**config.mk**
```make
export PLATFORM = sky130hd
export DESIGN_NAME = draw_text_overlay_flat
export DESIGN_NICKNAME = d
export VERILOG_FILES = /design/src/rtl/draw_text_overlay_if.sv /design/src/rtl/draw_text_overlay.sv /design/src/flat_wrapper.sv
export SDC_FILE = /design/constraint.sdc
export NUM_CORES = 1
export LEC_CHECK = 0
export ABC_AREA = 1
export CELL_PAD_IN_SITES_DETAIL_PLACEMENT = 1
export CELL_PAD_IN_SITES_GLOBAL_PLACEMENT = 2
export CORE_MARGIN = 2
export CORE_UTILIZATION = 28
export CTS_CLUSTER_SIZE = 12
export DETAILED_ROUTE_END_ITERATION = 7
export GPL_TIMING_DRIVEN = 0
export PLACE_DENSITY = 0.78
export SLEW_MARGIN = 20
export SYNTH_ARGS = -nofsm -noshare
export SYNTH_HDL_FRONTEND = slang
export SYNTH_SLANG_ARGS = --single-unit
export TNS_END_PERCENT = 100
```
**constraint.sdc**
```tcl
create_clock -name clk -period 2.5 [get_ports clk]
set_input_delay 0.5 -clock clk [delete_from_list [all_inputs] [get_ports clk]]
set_output_delay 0.5 -clock clk [all_outputs]
set_load 0.02 [all_outputs]
```
**src/rtl/draw_text_overlay_if.sv**
```systemverilog
// VGA timing/pixel bundle shared by the overlay input and output ports.
interface vga_if;
  logic [10:0] vcount;
  logic [10:0] hcount;
  logic        vsync;
  logic        vblnk;
  logic        hsync;
  logic        hblnk;
  logic [11:0] rgb;

  modport in  (input  vcount, hcount, vsync, vblnk, hsync, hblnk, rgb);
  modport out (output vcount, hcount, vsync, vblnk, hsync, hblnk, rgb);
endinterface

```
**src/rtl/draw_text_overlay.sv**
```systemverilog
// draw_text_overlay: N_BOXES character-cell text boxes (8x16 glyphs) drawn
// over a VGA stream with a fixed 2-clock latency. Box geometry/colour is
// sampled once per frame at (0,0). Optional blinking is enabled with the
// macro DRAW_TEXT_BLINK_EN.

// Per-box hit test and character addressing for the current pixel.
module draw_text_box_hit #(
  parameter int COLS = 16,
  parameter int ROWS = 16
) (
  input  logic [10:0] hcount,
  input  logic [10:0] vcount,
  input  logic [10:0] bx,
  input  logic [10:0] by,
  input  logic        en,
  input  logic        suppress,
  output logic        hit,
  output logic [7:0]  xy,
  output logic [3:0]  line,
  output logic [2:0]  bit_idx
);
  logic [11:0] dx, dy;
  logic        in_x, in_y;

  // 12-bit offsets; screen coordinates >= 1024 are clipped, never wrapped
  always_comb begin
    dx      = {1'b0, hcount} - {1'b0, bx};
    dy      = {1'b0, vcount} - {1'b0, by};
    in_x    = (hcount >= bx) && (dx < 12'(8 * COLS)) && !hcount[10];
    in_y    = (vcount >= by) && (dy < 12'(16 * ROWS)) && !vcount[10];
    hit     = en && !suppress && in_x && in_y;
    bit_idx = dx[2:0];
    xy      = '0;
    line    = '0;
    if (hit) begin
      xy   = {dy[7:4] & 4'(ROWS - 1), dx[6:3] & 4'(COLS - 1)};
      line = dy[3:0];
    end
  end
endmodule

module draw_text_overlay #(
  parameter int N_BOXES      = 2,
  parameter int COLS         = 16,
  parameter int ROWS         = 16,
  parameter int BLINK_PERIOD = 32
) (
  input  logic                       clk,
  input  logic                       rst,
  vga_if.in                          in,
  vga_if.out                         out,
  input  logic [N_BOXES-1:0][10:0]   box_x,
  input  logic [N_BOXES-1:0][10:0]   box_y,
  input  logic [N_BOXES-1:0]         box_en,
  input  logic [N_BOXES-1:0]         box_blink,
  input  logic [N_BOXES-1:0][11:0]   fg_rgb,
  output logic [N_BOXES-1:0][7:0]    char_xy,
  output logic [N_BOXES-1:0][3:0]    char_line,
  input  logic [N_BOXES-1:0][7:0]    char_pixels
);
  typedef struct packed {
    logic [10:0] vcount;
    logic [10:0] hcount;
    logic        vsync;
    logic        vblnk;
    logic        hsync;
    logic        hblnk;
    logic [11:0] rgb;
  } vga_t;

  logic [N_BOXES-1:0][10:0] sh_x, sh_y;
  logic [N_BOXES-1:0]       sh_en;
  logic [N_BOXES-1:0][11:0] sh_fg;

  logic [N_BOXES-1:0]       suppress;
  logic [N_BOXES-1:0]       hit_c;
  logic [N_BOXES-1:0][7:0]  xy_c;
  logic [N_BOXES-1:0][3:0]  line_c;
  logic [N_BOXES-1:0][2:0]  bit_c;

  vga_t                     s1, s2;
  logic [N_BOXES-1:0]       s1_hit;
  logic [N_BOXES-1:0][2:0]  s1_bit;
  logic [11:0]              rgb_nxt;

  // Box parameters are frozen for the whole frame, captured at (0,0)
  always_ff @(posedge clk) begin
    if (rst) begin
      sh_x  <= '0;
      sh_y  <= '0;
      sh_en <= '0;
      sh_fg <= '0;
    end else if (in.vcount == 11'd0 && in.hcount == 11'd0) begin
      sh_x  <= box_x;
      sh_y  <= box_y;
      sh_en <= box_en;
      sh_fg <= fg_rgb;
    end
  end

`ifdef DRAW_TEXT_BLINK_EN
  logic        vsync_d;
  logic        blink_phase;
  logic [15:0] frame_cnt;

  // Frame counter on vsync rising edges; phase flips each BLINK_PERIOD frames
  always_ff @(posedge clk) begin
    if (rst) begin
      vsync_d     <= 1'b0;
      blink_phase <= 1'b0;
      frame_cnt   <= '0;
    end else begin
      vsync_d <= in.vsync;
      if (in.vsync && !vsync_d) begin
        if (frame_cnt == 16'(BLINK_PERIOD - 1)) begin
          frame_cnt   <= '0;
          blink_phase <= ~blink_phase;
        end else begin
          frame_cnt <= frame_cnt + 16'd1;
        end
      end
    end
  end

  assign suppress = box_blink & {N_BOXES{blink_phase}};
`else
  logic unused_blink;
  assign unused_blink = ^box_blink;
  assign suppress     = '0;
`endif

  for (genvar g = 0; g < N_BOXES; g++) begin : g_box
    draw_text_box_hit #(.COLS(COLS), .ROWS(ROWS)) u_hit (
      .hcount   (in.hcount),
      .vcount   (in.vcount),
      .bx       (sh_x[g]),
      .by       (sh_y[g]),
      .en       (sh_en[g]),
      .suppress (suppress[g]),
      .hit      (hit_c[g]),
      .xy       (xy_c[g]),
      .line     (line_c[g]),
      .bit_idx  (bit_c[g])
    );
  end

  // Stage 1: delay the stream, present glyph address to the font lookup
  always_ff @(posedge clk) begin
    if (rst) begin
      s1        <= '0;
      s1_hit    <= '0;
      s1_bit    <= '0;
      char_xy   <= '0;
      char_line <= '0;
    end else begin
      s1        <= '{vcount: in.vcount, hcount: in.hcount, vsync: in.vsync,
                     vblnk: in.vblnk, hsync: in.hsync, hblnk: in.hblnk,
                     rgb: in.rgb};
      s1_hit    <= hit_c;
      s1_bit    <= bit_c;
      char_xy   <= xy_c;
      char_line <= line_c;
    end
  end

  // Glyph colour of the lowest-index lit box wins; blanking passes rgb through
  always_comb begin
    rgb_nxt = s1.rgb;
    if (!s1.hblnk && !s1.vblnk) begin
      for (int i = N_BOXES - 1; i >= 0; i--) begin
        if (s1_hit[i] && char_pixels[i][3'd7 - s1_bit[i]])
          rgb_nxt = sh_fg[i];
      end
    end
  end

  // Stage 2: output register
  always_ff @(posedge clk) begin
    if (rst) begin
      s2 <= '0;
    end else begin
      s2     <= s1;
      s2.rgb <= rgb_nxt;
    end
  end

  assign out.vcount = s2.vcount;
  assign out.hcount = s2.hcount;
  assign out.vsync  = s2.vsync;
  assign out.vblnk  = s2.vblnk;
  assign out.hsync  = s2.hsync;
  assign out.hblnk  = s2.hblnk;
  assign out.rgb    = s2.rgb;
endmodule
```
**src/flat_wrapper.sv**
```systemverilog
// flat-port wrapper written by rule: the top's interface ports become plain ports
module draw_text_overlay_flat 
#(
  parameter int N_BOXES      = 2,
  parameter int COLS         = 16,
  parameter int ROWS         = 16,
  parameter int BLINK_PERIOD = 32
)
  (clk, rst, box_x, box_y, box_en, box_blink, fg_rgb, char_xy, char_line, char_pixels, in_vcount, in_hcount, in_vsync, in_vblnk, in_hsync, in_hblnk, in_rgb, out_vcount, out_hcount, out_vsync, out_vblnk, out_hsync, out_hblnk, out_rgb);
  vga_if in_i ();
  vga_if out_i ();
  input  logic clk;
  input  logic rst;
  input  logic [N_BOXES-1:0][10:0] box_x;
  input  logic [N_BOXES-1:0][10:0] box_y;
  input  logic [N_BOXES-1:0] box_en;
  input  logic [N_BOXES-1:0] box_blink;
  input  logic [N_BOXES-1:0][11:0] fg_rgb;
  output logic [N_BOXES-1:0][7:0] char_xy;
  output logic [N_BOXES-1:0][3:0] char_line;
  input  logic [N_BOXES-1:0][7:0] char_pixels;
  input wire logic [$bits(in_i.vcount)-1:0] in_vcount;
  input wire logic [$bits(in_i.hcount)-1:0] in_hcount;
  input wire logic [$bits(in_i.vsync)-1:0] in_vsync;
  input wire logic [$bits(in_i.vblnk)-1:0] in_vblnk;
  input wire logic [$bits(in_i.hsync)-1:0] in_hsync;
  input wire logic [$bits(in_i.hblnk)-1:0] in_hblnk;
  input wire logic [$bits(in_i.rgb)-1:0] in_rgb;
  output wire logic [$bits(out_i.vcount)-1:0] out_vcount;
  output wire logic [$bits(out_i.hcount)-1:0] out_hcount;
  output wire logic [$bits(out_i.vsync)-1:0] out_vsync;
  output wire logic [$bits(out_i.vblnk)-1:0] out_vblnk;
  output wire logic [$bits(out_i.hsync)-1:0] out_hsync;
  output wire logic [$bits(out_i.hblnk)-1:0] out_hblnk;
  output wire logic [$bits(out_i.rgb)-1:0] out_rgb;
  assign in_i.vcount = in_vcount;
  assign in_i.hcount = in_hcount;
  assign in_i.vsync = in_vsync;
  assign in_i.vblnk = in_vblnk;
  assign in_i.hsync = in_hsync;
  assign in_i.hblnk = in_hblnk;
  assign in_i.rgb = in_rgb;
  assign out_vcount = out_i.vcount;
  assign out_hcount = out_i.hcount;
  assign out_vsync = out_i.vsync;
  assign out_vblnk = out_i.vblnk;
  assign out_hsync = out_i.hsync;
  assign out_hblnk = out_i.hblnk;
  assign out_rgb = out_i.rgb;
  draw_text_overlay #(.N_BOXES(N_BOXES), .COLS(COLS), .ROWS(ROWS), .BLINK_PERIOD(BLINK_PERIOD)) u_core (.clk(clk), .rst(rst), .in(in_i), .out(out_i), .box_x(box_x), .box_y(box_y), .box_en(box_en), .box_blink(box_blink), .fg_rgb(fg_rgb), .char_xy(char_xy), .char_line(char_line), .char_pixels(char_pixels));
endmodule
```
==> metrics.txt, run 1 <==
status=finished, final reports clean; global-route wire length before repair=~44000 um; fmax=around 0.43 GHz; PortBufs=around 190; slowest stage delay, CP=roughly 0.53 ns; Met2 Routed Length=between 10000 and 15000 um; crit start category=input pin; total number of vias=between 7000 and 8000; HPWL after DPL=approximately 23000 um; Worst Path Max Fanout=5; TritonCTS Sinks=178; Layout area overhead=39.5%; routed length on met1=between 10000 and 15000 um; Antenna Cells=0; Inst Count DP=1729; flops & latches, synth=approximately 180; maximum VDD drop=about 0.00043 V; Seq/Total Area, Yosys=42.7%; CTS H-Tree Depth=4; most frequent cells in the layout=nor2_1 (212), dfxtp_1 (178), inv_1 (172), clkdlybuf4s50_1 (169), nand2_1 (166); LEAKAGE=5.05 nW; final hold violations=0; Num CTS Buffers=17; syn_area_per_cell=between 7 and 8 um^2; worst clock skew=0.0148 ns; Remaining DRCs=0; area leader, netlist=dfxtp_1; WP buf/inv=2; Power Density=556 nW/um^2; initial drt markers=a little under 300; fin cells=between 1500 and 2000; Top Metal Used=met4; CTS Buffer Depth=2; Slew Viols, Final=0; fillers=3646; ranking of synthesized cells by area=dfxtp_1 (43%), nor2_1 (9.8%), inv_1 (8.0%); Die ar.=roughly 31000 um^2; Worst-Margin Slew=roughly 0.70 ns; Crit path top cell by count=nand2_1; vias in the first global route=~8000; final setup vio count=0; total power=about 0.0065 W; Worst EP required=approximately 2.9 ns; cell breakdown of the critical path=clkdlybuf4s50_1, ha_1, nand2_1, nand2_1, a21oi_2, nand2_1, nand2_1, nand3_1, nor2_1, nand2_1, nor2_2, nand3_4, clkbuf_16, nor2_2; gr ovfl total=0; IO Count=190; Combinational Power Share=around 14%; proportion of layout cells with a drive suffix above 1=about a tenth; core area=29500 um^2; Tcrit/Tclk final=94.1%; vias per cell=about 4.5; switch share=28.3%; slowest CP cell=clkdlybuf4s50_1; Site Rows=63; CTS Root Buffer Type=clkbuf_16; relative slew slack=53.1%; Total GRT Usage=roughly 19%; Clk Latency, worst-skew pair=0.44 ns; metal3 WL=956 um; P_int=0.00465 W; largest net degree at the start of global routing=19; Seq pwr share=between 40% and 50%; average wire per cell in the routed design=between 15 and 20 um; syn nets=between 1000 and 1500; Worst-path clk slew=0.08 ns; top cell type's share of synthesized area=42.7%; Initial Util=between 20% and 30%; drt first pass iters=4; Net Sw Power=roughly 0.0018 W; Final Critical Period=between 2 and 2.5 ns; Post-Syn Instances=between 1000 and 1500; maxcap violations=0; Clk network pwr share=~41%; Placer Congestion=around 0.84; mapped cell area=~8400 um^2; Horiz. Die Dim=about 180 um; Final #Nets=roughly 1500; top cell family by delay on the critical path=simple AND/OR/NAND/NOR gates; CTS tree=yes; drt total wl=28900 um; Antenna Nets Post-Route=0; Arrival @ worst endpoint=about 2.7 ns; Synthesis Warnings=0; HP Class=input pin to flip-flop; crit end category=flip-flop; initial antenna violation count=0; number of distinct library cells after synthesis=36; Die Y=approximately 180 um; CP Class=input pin to flip-flop; commonest non-fill, non-tap cell in the layout=nor2_1
-- cell usage after synthesis --
| cell | count |
|---|---|
| nor2_4 | 2 |
| inv_1 | 178 |
| and3_1 | 2 |
| nor2_2 | 19 |
| buf_2 | 10 |
| a211o_1 | 1 |
| o21ai_1 | 1 |
| a21oi_1 | 84 |
| dfxtp_1 | 178 |
| o21ai_2 | 1 |
| a31oi_1 | 4 |
| nand2_1 | 168 |
| buf_4 | 1 |
| buf_1 | 1 |
| a21oi_2 | 2 |
| nand4_1 | 21 |
| xor2_1 | 7 |
| and2_1 | 1 |
| clkinv_1 | 1 |
| clkbuf_1 | 25 |
| o21ai_0 | 88 |
| nor2_1 | 218 |
| mux2i_1 | 1 |
| inv_2 | 1 |
| buf_6 | 3 |
| nand3b_1 | 3 |
| fa_1 | 4 |
| xnor2_1 | 14 |
| nand3_2 | 4 |
| nor3_2 | 1 |
| o21bai_1 | 5 |
| o211ai_1 | 4 |
| nor4_1 | 3 |
| nand3_1 | 46 |
| ha_1 | 44 |
| nand2_2 | 7 |
-- power groups by stage --
stage / sequential, W / combinational [W] / clock (W)
after floorplan: 0.00302 / 0.000432 / 0
after global placement: 0.00299 / 0.000891 / 0
after detailed placement: 0.00299 / 0.000897 / 0
after CTS: 0.00292 / 0.000911 / 0.00270
after global routing: 0.00293 / 0.00103 / 0.00281
final: 0.00292 / 0.000920 / 0.00263
-- layout make-up --
| class | count | area [um^2] | share of cell area [%] |
|---|---|---|---|
| buffer | 40 | 209 | 1.79 |
| clock buffer | 18 | 429 | 3.68 |
| clock inverter | 13 | 139 | 1.19 |
| inverter | 180 | 676 | 5.80 |
| multi-input combinational | 755 | 4130 | 35.5 |
| sequential | 178 | 3560 | 30.6 |
| tap | 390 | 488 | 4.19 |
| timing repair buffer | 196 | 2020 | 17.3 |
-- logic make-up after synthesis --
| kind of cell | after synthesis | synth area share [%] |
|---|---|---|
| AO/OA/AOI/OAI | 190 | 11.9 |
| XOR/XNOR | 21 | 2.20 |
| adder cells (fa/ha/maj) | 48 | 7.55 |
| buffers and inverters | 220 | 10.4 |
| flip-flops | 178 | 42.7 |
| multiplexers | 1 | 0.120 |
| AND/OR/NAND/NOR | 495 | 25.2 |
-- metrics by stage --
| step | worst slack (ns) | hold slack, ns | setup TNS [ns] | utilization, % | cell area [um^2] |
|---|---|---|---|---|---|
| floorplan | 0.242 | 0.388 | 0 | - | 8350 |
| global placement | -0.754 | 0.391 | -45.46 | 36.3 | 10700 |
| detailed placement | -0.779 | 0.398 | -49.59 | 36.3 | 10700 |
| CTS | 0.0131 | 0.296 | 0 | 38.6 | 11400 |
| global route | -0.00919 | 0.306 | -0.0262 | 39.5 | 11600 |
| finish | 0.147 | 0.307 | 0 | 39.5 | 11600 |
-- registers in the layout, summed over array words and instances, names as in the netlist, 2 cells and up --
name               count
u_core.sh_y           22
u_core.out.rgb        12
u_core.char_line       8
u_core.char_xy        16
u_core.sh_x           22
u_core.out.vcount     11
u_core.s1_hit          2
u_core.sh_en           2
u_core.out.hcount     11
u_core.s1_bit          6
u_core.sh_fg          24
u_core.s1             38
-- layer usage --
layer,vias up,global-route usage [%]
met5,-,0
met4,0,4.06
met3,9,2.81
li1,4057,-
met1,3684,23.8
met2,141,32.6
-- path summary, 6_finish.rpt --
kind	startpoint	endpoint	slack, ns	cells after the start
setup / recovery	in_hcount[5]	u_core.char_line[6]	0.15	14
hold / removal	rst	u_core.out.rgb[11]	0.31	2
setup reg to reg	u_core.sh_y[0]	u_core.char_line[2]	0.23	15
hold reg to reg	u_core.s1[37]	u_core.out.vcount[10]	0.40	2
-- repair_timing --
action	4_1_cts	5_1_grt
gates cloned	0	2
pin swaps	2	12
endpoints found under the setup margin	66	58
resized for setup	30	46
hold buffers	0	0
endpoints found under the hold margin	0	0
buffers inserted	3	5
No activity file was read; power rests on OpenSTA's default activity.
==> run 2, diff against run 1 <==
--- a/config.mk
+++ b/config.mk
@@ -10,7 +10,6 @@
 export CELL_PAD_IN_SITES_GLOBAL_PLACEMENT = 2
 export CORE_MARGIN = 2
 export CORE_UTILIZATION = 28
-export CTS_CLUSTER_SIZE = 12
 export DETAILED_ROUTE_END_ITERATION = 7
 export GPL_TIMING_DRIVEN = 0
 export PLACE_DENSITY = 0.78
==> results of run 2 <==
The final DEF is identical to that of run 1; final timing and power are the same.
